==> src/rtl/alu_seq_if.sv <==
// rtl/alu_seq_if.sv - command handshake bus for alu_seq
interface alu_seq_if;
    logic       cmd_valid;
    logic       cmd_ready;
    logic [3:0] cmd_op;
    logic [1:0] cmd_rd;
    logic [1:0] cmd_rs1;
    logic [1:0] cmd_rs2;
    logic [3:0] cmd_imm;

    modport master (
        output cmd_valid,
        output cmd_op,
        output cmd_rd,
        output cmd_rs1,
        output cmd_rs2,
        output cmd_imm,
        input  cmd_ready
    );

    modport slave (
        input  cmd_valid,
        input  cmd_op,
        input  cmd_rd,
        input  cmd_rs1,
        input  cmd_rs2,
        input  cmd_imm,
        output cmd_ready
    );
endinterface

==> src/rtl/alu_seq.sv <==
// rtl/alu_seq.sv - sequencer driving an external 4-bit ALU with 8-bit pair ops
module alu_seq (
    input  logic       clk,
    input  logic       rst_n,
    alu_seq_if.slave   cmd,
    output logic [3:0] alu_a,
    output logic [3:0] alu_b,
    output logic [2:0] alu_sel,
    input  logic [3:0] alu_result,
    input  logic       alu_c,
    input  logic       alu_z,
    input  logic       alu_ov,
    output logic       done,
    output logic       err,
    output logic       flag_c,
    output logic       flag_z,
    output logic       flag_ov,
    input  logic [1:0] rf_raddr,
    output logic [3:0] rf_rdata
);

    typedef enum logic [2:0] {
        IDLE,
        EXEC_LO,
        EXEC_HI,
        EXEC_FIX,
        DONE
    } state_t;

    state_t     state;
    logic [3:0] rf [4];

    // operands and decoded fields captured at acceptance
    logic [1:0] lat_rd;
    logic       lat_sub;
    logic       is_wide;
    logic [7:0] lat_a8;
    logic [7:0] lat_b8;

    // partial results of a wide op
    logic [3:0] res_lo;
    logic       c_lo;
    logic       c_hi;

    logic [7:0] src_a8;
    logic [7:0] src_b8;
    logic [1:0] rd_lo;
    logic [1:0] rd_hi;
    logic       need_fix;
    logic       wide_c_hi;
    logic       wide_c_fix;
    logic       wide_c;
    logic       wide_z;
    logic       wide_ov;

    assign cmd.cmd_ready = (state == IDLE);
    assign rf_rdata      = rf[rf_raddr];

    assign src_a8 = {rf[{cmd.cmd_rs1[1], 1'b1}], rf[{cmd.cmd_rs1[1], 1'b0}]};
    assign src_b8 = {rf[{cmd.cmd_rs2[1], 1'b1}], rf[{cmd.cmd_rs2[1], 1'b0}]};
    assign rd_lo  = {lat_rd[1], 1'b0};
    assign rd_hi  = {lat_rd[1], 1'b1};

    // the high nibble is computed without carry-in, so a +1/-1 fix-up
    // pass is needed when the low nibble carried (add) or borrowed (sub)
    assign need_fix = lat_sub ? ~c_lo : c_lo;

    // 8-bit flags, evaluated in whichever state completes the wide op;
    // alu_result then holds the final high nibble
    always_comb begin
        wide_c_hi  = (state == EXEC_HI) ? alu_c : c_hi;
        wide_c_fix = (state == EXEC_FIX) ? alu_c : lat_sub;
        wide_c     = lat_sub ? (wide_c_hi & wide_c_fix) : (wide_c_hi | wide_c_fix);
        wide_z     = ({alu_result, res_lo} == 8'h00);
        if (lat_sub)
            wide_ov = (lat_a8[7] != lat_b8[7]) && (alu_result[3] != lat_a8[7]);
        else
            wide_ov = (lat_a8[7] == lat_b8[7]) && (alu_result[3] != lat_a8[7]);
    end

    // control FSM with register file, flags and registered ALU drive
    always_ff @(posedge clk) begin
        if (!rst_n) begin
            state   <= IDLE;
            for (int i = 0; i < 4; i++) rf[i] <= 4'h0;
            lat_rd  <= 2'b00;
            lat_sub <= 1'b0;
            is_wide <= 1'b0;
            lat_a8  <= 8'h00;
            lat_b8  <= 8'h00;
            res_lo  <= 4'h0;
            c_lo    <= 1'b0;
            c_hi    <= 1'b0;
            alu_a   <= 4'h0;
            alu_b   <= 4'h0;
            alu_sel <= 3'b000;
            done    <= 1'b0;
            err     <= 1'b0;
            flag_c  <= 1'b0;
            flag_z  <= 1'b0;
            flag_ov <= 1'b0;
        end else begin
            case (state)
                IDLE: begin
                    if (cmd.cmd_valid) begin
                        lat_rd  <= cmd.cmd_rd;
                        lat_sub <= (cmd.cmd_op == 4'b1010);
                        casez (cmd.cmd_op)
                            4'b0???: begin
                                is_wide <= 1'b0;
                                alu_a   <= rf[cmd.cmd_rs1];
                                alu_b   <= rf[cmd.cmd_rs2];
                                alu_sel <= cmd.cmd_op[2:0];
                                state   <= EXEC_LO;
                            end
                            4'b1000: begin
                                rf[cmd.cmd_rd] <= cmd.cmd_imm;
                                done           <= 1'b1;
                                state          <= DONE;
                            end
                            4'b1001, 4'b1010: begin
                                is_wide <= 1'b1;
                                lat_a8  <= src_a8;
                                lat_b8  <= src_b8;
                                alu_a   <= src_a8[3:0];
                                alu_b   <= src_b8[3:0];
                                alu_sel <= {2'b00, cmd.cmd_op[1]};
                                state   <= EXEC_LO;
                            end
                            default: begin
                                done  <= 1'b1;
                                err   <= 1'b1;
                                state <= DONE;
                            end
                        endcase
                    end
                end
                EXEC_LO: begin
                    if (!is_wide) begin
                        rf[lat_rd] <= alu_result;
                        flag_c     <= alu_c;
                        flag_z     <= alu_z;
                        flag_ov    <= alu_ov;
                        alu_a      <= 4'h0;
                        alu_b      <= 4'h0;
                        alu_sel    <= 3'b000;
                        done       <= 1'b1;
                        state      <= DONE;
                    end else begin
                        rf[rd_lo] <= alu_result;
                        res_lo    <= alu_result;
                        c_lo      <= alu_c;
                        alu_a     <= lat_a8[7:4];
                        alu_b     <= lat_b8[7:4];
                        state     <= EXEC_HI;
                    end
                end
                EXEC_HI: begin
                    rf[rd_hi] <= alu_result;
                    c_hi      <= alu_c;
                    if (need_fix) begin
                        alu_a <= alu_result;
                        alu_b <= 4'b0001;
                        state <= EXEC_FIX;
                    end else begin
                        flag_c  <= wide_c;
                        flag_z  <= wide_z;
                        flag_ov <= wide_ov;
                        alu_a   <= 4'h0;
                        alu_b   <= 4'h0;
                        alu_sel <= 3'b000;
                        done    <= 1'b1;
                        state   <= DONE;
                    end
                end
                EXEC_FIX: begin
                    rf[rd_hi] <= alu_result;
                    flag_c    <= wide_c;
                    flag_z    <= wide_z;
                    flag_ov   <= wide_ov;
                    alu_a     <= 4'h0;
                    alu_b     <= 4'h0;
                    alu_sel   <= 3'b000;
                    done      <= 1'b1;
                    state     <= DONE;
                end
                DONE: begin
                    done  <= 1'b0;
                    err   <= 1'b0;
                    state <= IDLE;
                end
                default: state <= IDLE;
            endcase
        end
    end

endmodule

==> src/flat_wrapper.sv <==
// flat-port wrapper written by rule: the top's interface ports become plain ports
module alu_seq_flat 
  (clk, rst_n, alu_a, alu_b, alu_sel, alu_result, alu_c, alu_z, alu_ov, done, err, flag_c, flag_z, flag_ov, rf_raddr, rf_rdata, cmd_cmd_valid, cmd_cmd_op, cmd_cmd_rd, cmd_cmd_rs1, cmd_cmd_rs2, cmd_cmd_imm, cmd_cmd_ready);
  alu_seq_if cmd_i ();
  input  logic clk;
  input  logic rst_n;
  output logic [3:0] alu_a;
  output logic [3:0] alu_b;
  output logic [2:0] alu_sel;
  input  logic [3:0] alu_result;
  input  logic alu_c;
  input  logic alu_z;
  input  logic alu_ov;
  output logic done;
  output logic err;
  output logic flag_c;
  output logic flag_z;
  output logic flag_ov;
  input  logic [1:0] rf_raddr;
  output logic [3:0] rf_rdata;
  input wire logic [$bits(cmd_i.cmd_valid)-1:0] cmd_cmd_valid;
  input wire logic [$bits(cmd_i.cmd_op)-1:0] cmd_cmd_op;
  input wire logic [$bits(cmd_i.cmd_rd)-1:0] cmd_cmd_rd;
  input wire logic [$bits(cmd_i.cmd_rs1)-1:0] cmd_cmd_rs1;
  input wire logic [$bits(cmd_i.cmd_rs2)-1:0] cmd_cmd_rs2;
  input wire logic [$bits(cmd_i.cmd_imm)-1:0] cmd_cmd_imm;
  output wire logic [$bits(cmd_i.cmd_ready)-1:0] cmd_cmd_ready;
  assign cmd_i.cmd_valid = cmd_cmd_valid;
  assign cmd_i.cmd_op = cmd_cmd_op;
  assign cmd_i.cmd_rd = cmd_cmd_rd;
  assign cmd_i.cmd_rs1 = cmd_cmd_rs1;
  assign cmd_i.cmd_rs2 = cmd_cmd_rs2;
  assign cmd_i.cmd_imm = cmd_cmd_imm;
  assign cmd_cmd_ready = cmd_i.cmd_ready;
  alu_seq u_core (.clk(clk), .rst_n(rst_n), .cmd(cmd_i), .alu_a(alu_a), .alu_b(alu_b), .alu_sel(alu_sel), .alu_result(alu_result), .alu_c(alu_c), .alu_z(alu_z), .alu_ov(alu_ov), .done(done), .err(err), .flag_c(flag_c), .flag_z(flag_z), .flag_ov(flag_ov), .rf_raddr(rf_raddr), .rf_rdata(rf_rdata));
endmodule
==> config.mk <==
export PLATFORM = sky130hd
export DESIGN_NAME = alu_seq_flat
export DESIGN_NICKNAME = d
export VERILOG_FILES = /design/src/rtl/alu_seq_if.sv /design/src/rtl/alu_seq.sv /design/src/flat_wrapper.sv
export SDC_FILE = /design/constraint.sdc
export NUM_CORES = 1
export LEC_CHECK = 0
export CAP_MARGIN = 20
export CORE_UTILIZATION = 44
export DETAILED_ROUTE_END_ITERATION = 12
export GPL_ROUTABILITY_DRIVEN = 0
export GPL_TIMING_DRIVEN = 0
export PLACE_DENSITY = 0.65
export SYNTH_ARGS = -nofsm -noshare
export SYNTH_HDL_FRONTEND = slang
export SYNTH_SLANG_ARGS = --single-unit
export TNS_END_PERCENT = 20
==> constraint.sdc <==
create_clock -name clk -period 6.3 [get_ports clk]
set_input_delay 1.89 -clock clk [delete_from_list [all_inputs] [get_ports clk]]
set_output_delay 1.89 -clock clk [all_outputs]
set_load 0.01 [all_outputs]
=== Word level (Yosys, flattened, before mapping) ===
Memory sizes are Yosys's and may differ from the RTL's. A register that Yosys moved wholly into a read port is not among the register bits.
Cells that the tools add are included.

* Register bits: 29
* Bits in writable memories: 16
* Bits of input ports: 26
* Output and inout port bits: 21
* Word-level logic and storage cells: 140
* Memories kept: 1

* Equality and inequality tests: 16
* Mux-type cells: 76
* Bitwise gates (word level): 5
* Reductions and logical operators: 27

{| class="wikitable"
|+ Memory list
! memory !! depth !! bits a word !! read ports !! clocked after memory_dff !! write ports !! line !! source
|-
| u_core.rf || 4 || 4 || 7 || 2 || 4 || alu_seq.sv:31 || <nowiki>logic [3:0] rf [4];</nowiki>
|}

{| class="wikitable"
|+ Operators by type and width
! operator !! number
|-
| two-way mux 1 bit || 42
|-
| two-way mux 4 bit || 10
|-
| case mux 4 bit (4 select lines) || 2
|-
| case mux 3 bit (4 select lines) || 2
|-
| two-way mux 3 bit || 7
|-
| OR reduction 4 bit || 5
|-
| case mux 4 bit (2 select lines) || 2
|-
| AND reduction 3 bit || 5
|-
| == test 4 bit, second input constant || 3
|-
| != test 2 bit, second input constant || 5
|-
| AND reduction 5 bit || 2
|-
| case mux 1 bit (3 select lines) || 3
|-
| zero test 8 bit || 1
|-
| two-way mux 2 bit || 4
|-
| == test 3 x 2 -> 1 bit, second input constant || 2
|-
| case mux 3 bit (2 select lines) || 1
|-
| case mux 1 bit (5 select lines) || 1
|-
| nonzero test 5 bit || 1
|-
| case mux 1 bit (2 select lines) || 2
|-
| AND reduction 2 bit || 2
|-
| nonzero test 2 bit || 2
|-
| nonzero test 4 bit || 1
|-
| == test 3 x 1 -> 1 bit, second input constant || 1
|-
| == test 3 bit, second input constant || 1
|-
| other kinds (12) || 17
|}

=== Depth between registers and ports, before layout ===
Gate-level depths: netlist of the first run.

* Depth after elaboration: 11
* Depth in mapped cells: 6
* Gate-level depth less buffers: 5

=== Worst setup path before layout of the first run ===
Ideal clock, no wire load.

* Kind: input -> output
* From: in rf_raddr[0]
* To: out rf_rdata[0]
* Data arrival time: 2.396 ns
* Data required time: 4.410 ns
* Setup slack: 2.014 ns
* Cell stages on the path: 1
* Path buffers: 0
* Path through: mux4_2

* Longest elaborated chain between the ends: 1

{| class="wikitable"
|+ RTL lines
! element !! line !! source
|-
| start: declaration || flat_wrapper.sv:19 || <nowiki>input logic [1:0] rf_raddr;</nowiki>
|-
| memory (4 x 4 bit) || -- ||
|-
| end: declaration || flat_wrapper.sv:20 || <nowiki>output logic [3:0] rf_rdata;</nowiki>
|}

No other way between the ends.

=== Worst setup path in the final report of the first run ===
* From: in rf_raddr[0]
* To: out rf_rdata[2]

Same word-level chain as after synthesis.

==> results of run 1 <==
-- logic make-up after synthesis --
kind of cell | share of synthesized area (%)
muxes | 12.1
DFF | 41.6
xor gates and xnor gates | 1.15
and+or+nand+nor | 20.9
AOI/OAI and AO/OA | 21.0
buffers and inverters | 3.24
-- layout make-up --
class | instances | area, um2 | share of cell area [%]
Clock buffer | 5 | 68.8 | 1.94
Timing Repair Buffer | 39 | 390 | 11.0
Multi-Input combinational cell | 237 | 1620 | 45.5
Clock inverter | 3 | 65.1 | 1.83
Tap cell | 77 | 96.3 | 2.71
Sequential cell | 53 | 1220 | 34.3
Buffer | 17 | 83.8 | 2.36
Inverter | 3 | 11.3 | 0.317
-- power by group --
| part | switching (uW) | internal [uW] | total [uW] | leakage [uW] |
|---|---|---|---|---|
| registers | 16.3 | 372 | 388 | 0.000467 |
| logic | 81.5 | 75.0 | 156 | 0.000722 |
| clock network | 116 | 157 | 274 | 0.0000643 |
-- worst max path at each step --
stage | start | end | slack, ps | cells after the start
floorplan | rf_raddr[0] | rf_rdata[0] | 2010 | 1
global placement | rf_raddr[0] | rf_rdata[0] | 870 | 3
detailed placement | rf_raddr[0] | rf_rdata[2] | 860 | 3
CTS | rf_raddr[0] | rf_rdata[2] | 860 | 3
global route | rf_raddr[0] | rf_rdata[2] | 820 | 3
finish | rf_raddr[0] | rf_rdata[2] | 880 | 3
-- flip-flops by register name, indices dropped and copies added (netlist names), 2 cells and up --
register / flops
u_core.lat_a8: 4
u_core.alu_a: 4
u_core.res_lo: 4
u_core.alu_sel: 3
u_core.state: 3
u_core.lat_rd: 2
u_core.alu_b: 4
u_core.lat_b8: 4
u_core.rf: 16
-- cell usage after synthesis, types with 4 or more instances --
cell	count
nand2_1	47
dfxtp_1	37
nor2_1	28
mux2i_1	23
a21oi_1	17
edfxtp_1	16
o21ai_0	15
a211oi_1	8
nand3_1	8
nor3_1	7
a221oi_1	6
clkbuf_1	6
o21ai_1	6
a31oi_1	5
nand2b_1	5
o21ai_2	5
a32oi_1	4
buf_2	4
buf_4	4
mux4_2	4
o21a_1	4
-- tightest hold or removal path: stages, from the launching register on --
cell and delay [ps]:
dfxtp_1 320, nand2_1 50, a21oi_1 50
-- placed cells by master, fill, tap and decap left out, types with 2 or more instances in the layout --
master / netlist / final
nand2_1: 47 / 47
clkdlybuf4s50_1: 0 / 39
dfxtp_1: 37 / 37
nor2_1: 28 / 28
mux2i_1: 23 / 23
a21oi_1: 17 / 17
edfxtp_1: 16 / 16
o21ai_0: 15 / 15
nand3_1: 8 / 8
a211oi_1: 8 / 8
nor3_1: 7 / 7
clkbuf_1: 6 / 6
o21ai_1: 6 / 6
a221oi_1: 6 / 6
o21ai_2: 5 / 5
nand2b_1: 5 / 5
a31oi_1: 5 / 5
clkbuf_8: 0 / 5
mux4_2: 4 / 4
buf_2: 4 / 4
buf_4: 4 / 4
a32oi_1: 4 / 4
o21a_1: 4 / 4
nand3b_1: 3 / 3
nor2b_1: 3 / 3
buf_1: 3 / 3
mux2_2: 3 / 3
inv_1: 2 / 2
nor3_4: 2 / 2
nand2_2: 2 / 2
a221o_1: 2 / 2
o211ai_1: 2 / 2
a21oi_2: 2 / 2
nor4_1: 2 / 2
bufinv_16: 0 / 2
-- layer usage --
metal  track usage (%)  wire [um]  vias up
met5                 0          0        -
met4              5.55         49        0
met3              3.07        474        6
met2              36.0       3500       75
met1              32.0       3580     1232
li1                  -          -     1242
-- metrics by stage --
stage          util, %  power (uW)
3_5_place_dp      53.6         552
6_report          55.7         819
5_1_grt           55.7         851
2_1_floorplan        -         485
3_3_place_gp      53.6         550
4_1_cts           55.7         820
==> qor.csv, run 1 <==
metric;value;unit
synthToLayoutAreaGrowth;21.1;%
post_cts_buffers;0;
cts_sinks;53;
min_from;u_core.alu_a[0];
drv_slew;0;
grt_setup_unrepaired;false;
synth_area;2940;um2
crit_fanout;4;
cts_buffers;5;
yosys.area.top_type_share;25.2;%
nNetsFinal;382;
setup_ws;881;ps
final_cell_area;3560;um2
worst_pin_slew;671;ps
post_cts_resize_count;0;
hold_ws;460;ps
start_util;46.0;%
drt_iter0_drc;195;
die_w;83.7;um
num_antenna_cells;0;
synth_cell_types;57;
dr.pass1.iters;4;
viasPerCell;5.89;
cts.path.max_buffers;2;
place_area;3420;um2
synth_enable_flop_cells;16;
place_ws;864;ps
layout-drive-gt1-share;12.9;%
drcViolationCount;0;
overflow;0;
grt_usage;22.4;%
max_stage_delay;610;ps
antenna_left;0;
leakage;0.00125;uW
slowest_stage;clkdlybuf4s50_1;
critPathBufInv;2;
antenna_found_initial;0;
skew;11.6;ps
setup_viol;0;
fin_crit_sh;86.0;%
reg2reg_slack;4140;ps
critPathKind;in2out;
yosysSeqAreaShare;41.6;%
max_clock_freq;185;MHz
yosys.area.top_type;dfxtp_1;
yosysWarnings;0;
synth_nets;336;
cts_tree;built;
final_cells;434;
critical_path_arrival;3530;ps
htree_num_levels;2;
core_area;6390;um2
peakVddDrop;0.000148;V
hold_violations;0;
clk_latency;320;ps
worstHoldPathCells;2;
grt_pass1_vias;2379;
r2r-end;u_core.rf[2][0];
boundaryPins;47;
powerDensity;230;nW/um2
critPathRequiredTime;4410;ps
cpMostUsedCell;clkdlybuf4s50_1;
min_period;5420;ps
endpoint_kind;output port;
ys_ff_latch;53;
post-dp-hpwl;5.80;mm
wl_per_cell;17.5;um
rows;29;
crit_family;buffers and inverters;
portBuffers;39;
synth_flop_cell;dfxtp_1;
crit_path_cell_trace;clkdlybuf4s50_1 > mux4_2 > clkdlybuf4s50_1;
cts_hold_buf;0;
r2r-start;u_core.state[0];
startpoint_type;input pin;
clkTransAtPathRegs;100;ps
die_h;83.7;um
avgSynthCellArea;9.47;um2
cts-root-buf;clkbuf_8;
grt_max_degree;17;
async_flop_share;0;%
status;completed;
grt_pass1_wl;12.3;mm
cap_violations;0;
vias;2555;
die_area;7000;um2
fillers;601;
wirelength;7.60;mm
ff2ff_path_depth;4;
hold_class;reg2reg;
dp.cells;426;
synthTopCellsByArea;dfxtp_1, edfxtp_1, mux2i_1, nand2_1, nor2_1;
finalSetupTns;0;ps
whs_endpoint;u_core.alu_a[0];
slew_headroom;54.9;%
syn_inst;310;
Power figures use the tool's default switching activity.
==> inputs of run 2 (changes only) <==
--- a/config.mk
+++ b/config.mk
@@ -5,12 +5,14 @@
 export SDC_FILE = /design/constraint.sdc
 export NUM_CORES = 1
 export LEC_CHECK = 0
+export ABC_AREA = 1
 export CAP_MARGIN = 20
+export CORE_MARGIN = 2
 export CORE_UTILIZATION = 44
 export DETAILED_ROUTE_END_ITERATION = 12
 export GPL_ROUTABILITY_DRIVEN = 0
 export GPL_TIMING_DRIVEN = 0
-export PLACE_DENSITY = 0.65
+export PLACE_DENSITY = 0.64
 export SYNTH_ARGS = -nofsm -noshare
 export SYNTH_HDL_FRONTEND = slang
 export SYNTH_SLANG_ARGS = --single-unit
==> run 2 against run 1 <==
  * Utilization down 0.86 points
  * Die area grew 16%
  * Clock skew grew 4.1 ps
  * Fmax is 2.9% lower
  * Sequential power hardly changed
  * Critical path type unchanged
  * Largest cell class unchanged
  * Largest power group unchanged
==> qor.csv, run 2 <==
metric;value;unit;change
wirelength;8.99;mm;was 7.60 mm
critPathRequiredTime;4410;ps;about the same
die_w;90.2;um;was 83.7 um
endpoint_kind;output port;;unchanged
cts.path.max_buffers;2;;unchanged
core_area;7210;um2;was 6390 um2
max_clock_freq;179;MHz;was 185 MHz
syn_inst;490;;was 310
largest_reg_flops;16;;unchanged
post-dp-hpwl;6.88;mm;was 5.80 mm
final_cells;642;;was 434
synthSimpleGateAreaFrac;34.6;%;was 20.9%
synth_mux_area_share;0.306;%;was 12.1%
critical_path_arrival;3690;ps;was 3530 ps
startpoint_type;input pin;;unchanged
synth_enable_flop_cells;16;;unchanged
num_antenna_cells;0;;unchanged
yosys.area.top_type_share;22.7;%;was 25.2%
synthTopCellsByArea;dfxtp_1, nand2_1, edfxtp_1, o21ai_0, a21oi_1;;was dfxtp_1, edfxtp_1, mux2i_1, nand2_1, nor2_1
finalSetupTns;0;ps;unchanged
synth_xor_area_share;0.268;%;was 1.15%
vias;3323;;was 2,555
overflow;0;;unchanged
max_stage_delay;560;ps;was 610 ps
post_cts_resize_count;0;;unchanged
drv_slew;0;;unchanged
drt_iter0_drc;275;;was 195
dp.cells;634;;was 426
boundaryPins;47;;unchanged
yosys.area.top_type;dfxtp_1;;unchanged
async_flop_share;0;%;unchanged
start_util;45.3;%;was 46.0%
regMostFlops;u_core.rf;;unchanged
worst_pin_slew;577;ps;was 671 ps
top_layer_used;met4;;unchanged
grt_usage;22.3;%;was 22.4%
layout-drive-gt1-share;7.37;%;was 12.9%
wl_per_cell;14.0;um;was 17.5 um
cts_hold_buf;0;;unchanged
cts_sinks;53;;unchanged
crit_fanout;10;;was 4
route.met2.wl;4.11;mm;was 3.50 mm
synth_area;3270;um2;was 2940 um2
portBuffers;45;;was 39
grt_setup_unrepaired;false;;unchanged
fin_crit_sh;88.6;%;was 86.0%
setup_viol;0;;unchanged
hold_ws;447;ps;was 460 ps
synth_nets;516;;was 336
critPathKind;in2out;;unchanged
clkTransAtPathRegs;110;ps;was 100 ps
leakage;0.00173;uW;was 0.00125 uW
p_total;810;uW;was 819 uW
wl_met3;448;um;was 474 um
yosysMostFrequentCell;nand2_1;;unchanged
antenna_found_initial;0;;unchanged
hold_class;reg2reg;;unchanged
post_cts_buffers;0;;unchanged
skew;15.7;ps;was 11.6 ps
met1_length;4.25;mm;was 3.58 mm
mostFrequentLayoutCell;nand2_1;;unchanged
dr.pass1.iters;5;;was 4
synth_compound_area_share;18.4;%;was 21.0%
htree_num_levels;2;;unchanged
synth_flop_cell;dfxtp_1;;unchanged
grt_pass1_vias;2951;;was 2,379
powerDensity;205;nW/um2;was 230 nW/um2
crit_path_cell_trace;clkdlybuf4s50_1 > inv_1 > clkbuf_1 > o21ai_0 > a21oi_1 > a21oi_1 > clkdlybuf4s50_1;;was clkdlybuf4s50_1 > mux4_2 > clkdlybuf4s50_1
cts-root-buf;clkbuf_8;;unchanged
grt_max_degree;18;;was 17
mostFrequentLayoutCells;nand2_1, inv_1, o21ai_0;;was nand2_1, clkdlybuf4s50_1, dfxtp_1
peakVddDrop;0.0000948;V;was 0.000148 V
drcViolationCount;0;;unchanged
grt_pass1_wl;14.7;mm;was 12.3 mm
status;completed;;unchanged
avgSynthCellArea;6.67;um2;was 9.47 um2
synth_cell_types;36;;was 57
cts_buffers;5;;unchanged
synth-adder-area-share;0;%;unchanged
antenna_left;0;;unchanged
ys_ff_latch;53;;unchanged
synthToLayoutAreaGrowth;21.0;%;was 21.1%
cap_violations;0;;unchanged
final_util;54.8;%;was 55.7%
viasPerCell;5.18;;was 5.89
slew_headroom;61.5;%;was 54.9%
synth_top_family_by_area;simple AND/OR/NAND/NOR gates;;was compound AO/OA/AOI/OAI gates
min_period;5580;ps;was 5420 ps
die_area;8130;um2;was 7000 um2
yosysWarnings;0;;unchanged
rows;31;;was 29
cts_tree;built;;unchanged
yosys-top-cells-count;nand2_1, inv_1, o21ai_0, a21oi_1, nor2_1;;was nand2_1, dfxtp_1, nor2_1, mux2i_1, a21oi_1
slowest_stage;clkdlybuf4s50_1;;unchanged
fillers;713;;was 601
die_h;90.2;um;was 83.7 um
hold_violations;0;;unchanged
yosysSeqAreaShare;37.4;%;was 41.6%
nNetsFinal;568;;was 382
clk_latency;320;ps;about the same
## run 2: report_power, final
part / internal (uW) / total (uW) / switching (uW) / leakage, uW
clock: 119 / 239 / 120 / 0.0000585
combinational: 76.2 / 180 / 104 / 0.00121
sequential: 374 / 391 / 17.2 / 0.000468
## run 2: cell families after synthesis
kind of cell / count (synthesis)
and+or+nand+nor: 249
DFF: 53
AOI/OAI and AO/OA: 113
xor gates and xnor gates: 1
muxes: 1
buffers and inverters: 73
## run 2: final timing paths
kind / startpoint / endpoint / slack, ps / cells after the start
worst min register to register: u_core.lat_b8[4] / u_core.lat_b8[4] / 450 / 2
worst max register to register: u_core.state[0] / u_core.rf[1][0] / 4330 / 7
worst min-delay path: u_core.lat_b8[4] / u_core.lat_b8[4] / 450 / 2
worst max-delay path: rf_raddr[0] / rf_rdata[0] / 720 / 7
## run 2: per-layer routing
| layer | track usage (%) | vias up |
|---|---|---|
| met4 | 6.03 | 0 |
| met5 | 0 | - |
| li1 | - | 1707 |
| met2 | 36.0 | 104 |
| met3 | 2.93 | 15 |
| met1 | 31.5 | 1497 |
## run 2: critical path: cells and delay by family
kind	cells	cell delay (ps)
buffers and inverters	4	1390
AOI/OAI and AO/OA	3	410
## run 2: area by class of cell
cell class                 count  area, um2  share of cell area, %
timing repair buffer          45        450                   11.4
clock inverter                 3       43.8                   1.11
inverter                      60        228                   5.76
sequential                    53       1220                   30.9
clock buffer                   5       68.8                   1.74
multi-input combinational    364       1750                   44.3
tap                           99        124                   3.13
buffer                        13       67.6                   1.71
## run 2: through the flow
stage	area [um2]	worst slack (ps)
finish	3960	720
global route	3960	588
CTS	3960	740
detailed placement	3840	754
global placement	3840	753
floorplan	3270	1840
==> inputs of run 3 (changes only) <==
--- a/config.mk
+++ b/config.mk
@@ -9,9 +9,11 @@
 export CAP_MARGIN = 20
 export CORE_MARGIN = 2
 export CORE_UTILIZATION = 44
+export CTS_CLUSTER_SIZE = 10
 export DETAILED_ROUTE_END_ITERATION = 12
 export GPL_ROUTABILITY_DRIVEN = 0
 export GPL_TIMING_DRIVEN = 0
+export MAX_ROUTING_LAYER = met4
 export PLACE_DENSITY = 0.64
 export SYNTH_ARGS = -nofsm -noshare
 export SYNTH_HDL_FRONTEND = slang
==> run 3 against run 2 <==
  * Critical endpoint unchanged
  * Power hardly changed
  * Largest cell class unchanged
  * Combinational power hardly changed
  * Hold slack hardly changed
  * Non-clock buffer count stayed put
==> qor.csv, run 3 (synthesis results as in run 2) <==
metric;value;unit;change
status;completed;;unchanged
portBuffers;45;;unchanged
layout-drive-gt1-share;7.37;%;unchanged
worst_pin_slew;590;ps;was 577 ps
crit_fanout;10;;unchanged
setup_viol;0;;unchanged
grt_usage;23.0;%;was 22.3%
clk_latency;310;ps;was 320 ps
hold_violations;0;;unchanged
cts_tree;built;;unchanged
grt_pass1_wl;14.7;mm;about the same
htree_num_levels;2;;unchanged
critPathKind;in2out;;unchanged
drt_iter0_drc;261;;was 275
grt_pass1_vias;2950;;was 2,951
num_antenna_cells;0;;unchanged
core_area;7210;um2;unchanged
cts.path.max_buffers;2;;unchanged
peakVddDrop;0.0000946;V;was 0.0000948 V
cts_sinks;53;;unchanged
skew;14.6;ps;was 15.7 ps
max_clock_freq;178;MHz;was 179 MHz
slew_headroom;60.7;%;was 61.5%
antenna_found_initial;0;;unchanged
cts_buffers;5;;unchanged
die_w;90.2;um;unchanged
antenna_left;0;;unchanged
wirelength;9.01;mm;was 8.99 mm
grt-busiest-layer;met2;;unchanged
drv_slew;0;;unchanged
finalSetupTns;0;ps;unchanged
leakage;0.00173;uW;unchanged
min_period;5600;ps;was 5580 ps
critPathRequiredTime;4410;ps;about the same
post_cts_buffers;0;;unchanged
mostFrequentLayoutCell;nand2_1;;unchanged
comb_power_share;22.3;%;was 22.2%
grt_setup_unrepaired;false;;unchanged
final_cells;642;;unchanged
synthToLayoutAreaGrowth;21.0;%;unchanged
boundaryPins;47;;unchanged
clockPowerShare;29.5;%;about the same
p_sw;240;uW;was 241 uW
wl_per_cell;14.0;um;about the same
cts_hold_buf;0;;unchanged
overflow;0;;unchanged
die_h;90.2;um;unchanged
grt_util_met3;3.19;%;was 2.93%
vias;3286;;was 3,323
clkTransAtPathRegs;110;ps;about the same
fin_crit_sh;89.0;%;was 88.6%
p_seq_share;48.3;%;about the same
dr.pass1.iters;7;;was 5
viasPerCell;5.12;;was 5.18
grt_max_degree;18;;unchanged
critical_path_arrival;3710;ps;was 3690 ps
rows;31;;unchanged
largest_reg_flops;16;;unchanged
mostFrequentLayoutCells;nand2_1, inv_1, o21ai_0;;unchanged
drcViolationCount;0;;unchanged
use_met2;36.0;%;about the same
powerDensity;205;nW/um2;about the same
cap_violations;0;;unchanged
cts-root-buf;clkbuf_8;;unchanged
internal_power;569;uW;about the same
post-dp-hpwl;6.88;mm;unchanged
regMostFlops;u_core.rf;;unchanged
endpoint_kind;output port;;unchanged
dp.cells;634;;unchanged
start_util;45.3;%;unchanged
startpoint_type;input pin;;unchanged
nNetsFinal;568;;unchanged
hold_class;reg2reg;;unchanged
switching_share;29.7;%;about the same
met1_usage;31.6;%;was 31.5%
post_cts_resize_count;0;;unchanged
die_area;8130;um2;unchanged
## run 3: power by group through the flow
stage / clock (uW) / sequential, uW / combinational [uW]
after floorplan: 0 / 399 / 99.4
after global placement: 0 / 398 / 177
after detailed placement: 0 / 398 / 178
after CTS: 242 / 390 / 179
after global routing: 261 / 394 / 201
final: 238 / 391 / 180
## run 3: final timing paths
| check | startpoint | slack [ps] | endpoint | cells after the start |
|---|---|---|---|---|
| worst max-delay path | rf_raddr[0] | 700 | rf_rdata[0] | 7 |
| worst min-delay path | u_core.lat_b8[4] | 450 | u_core.lat_b8[4] | 2 |
| worst max register to register | u_core.state[0] | 4320 | u_core.rf[1][0] | 7 |
| worst min register to register | u_core.lat_b8[4] | 450 | u_core.lat_b8[4] | 2 |
## run 3: through the flow
stage | total power [uW] | util [%] | setup WS, ps | hold slack [ps] | cell area, um2
finish | 809 | 54.8 | 696 | 447 | 3960
global route | 855 | 54.8 | 588 | 487 | 3960
CTS | 812 | 54.8 | 740 | 452 | 3960
detailed placement | 577 | 53.3 | 754 | 435 | 3840
global placement | 575 | 53.3 | 753 | 430 | 3840
floorplan | 498 | - | 1840 | 422 | 3270
## run 3: final cells by class
cell class	count	area [um2]
tap	99	124
buffer	13	67.6
clock buffer	5	68.8
sequential	53	1220
inverter	60	228
multi-input combinational	364	1750
fill	713	3260
clock inverter	3	43.8
timing repair buffer	45	450
## run 3: routing by layer
layer | vias to the layer above | part of all wire, %
met5 | - | 0
met4 | 0 | 1.7
met3 | 9 | 5.1
met2 | 92 | 46
met1 | 1479 | 47
li1 | 1706 | -
## run 3: critical path, cell delays in order
cell             delay [ps]
clkdlybuf4s50_1         550
inv_1                    80
clkbuf_1                200
o21ai_0                 200
a21oi_1                  60
a21oi_1                 160
clkdlybuf4s50_1         560
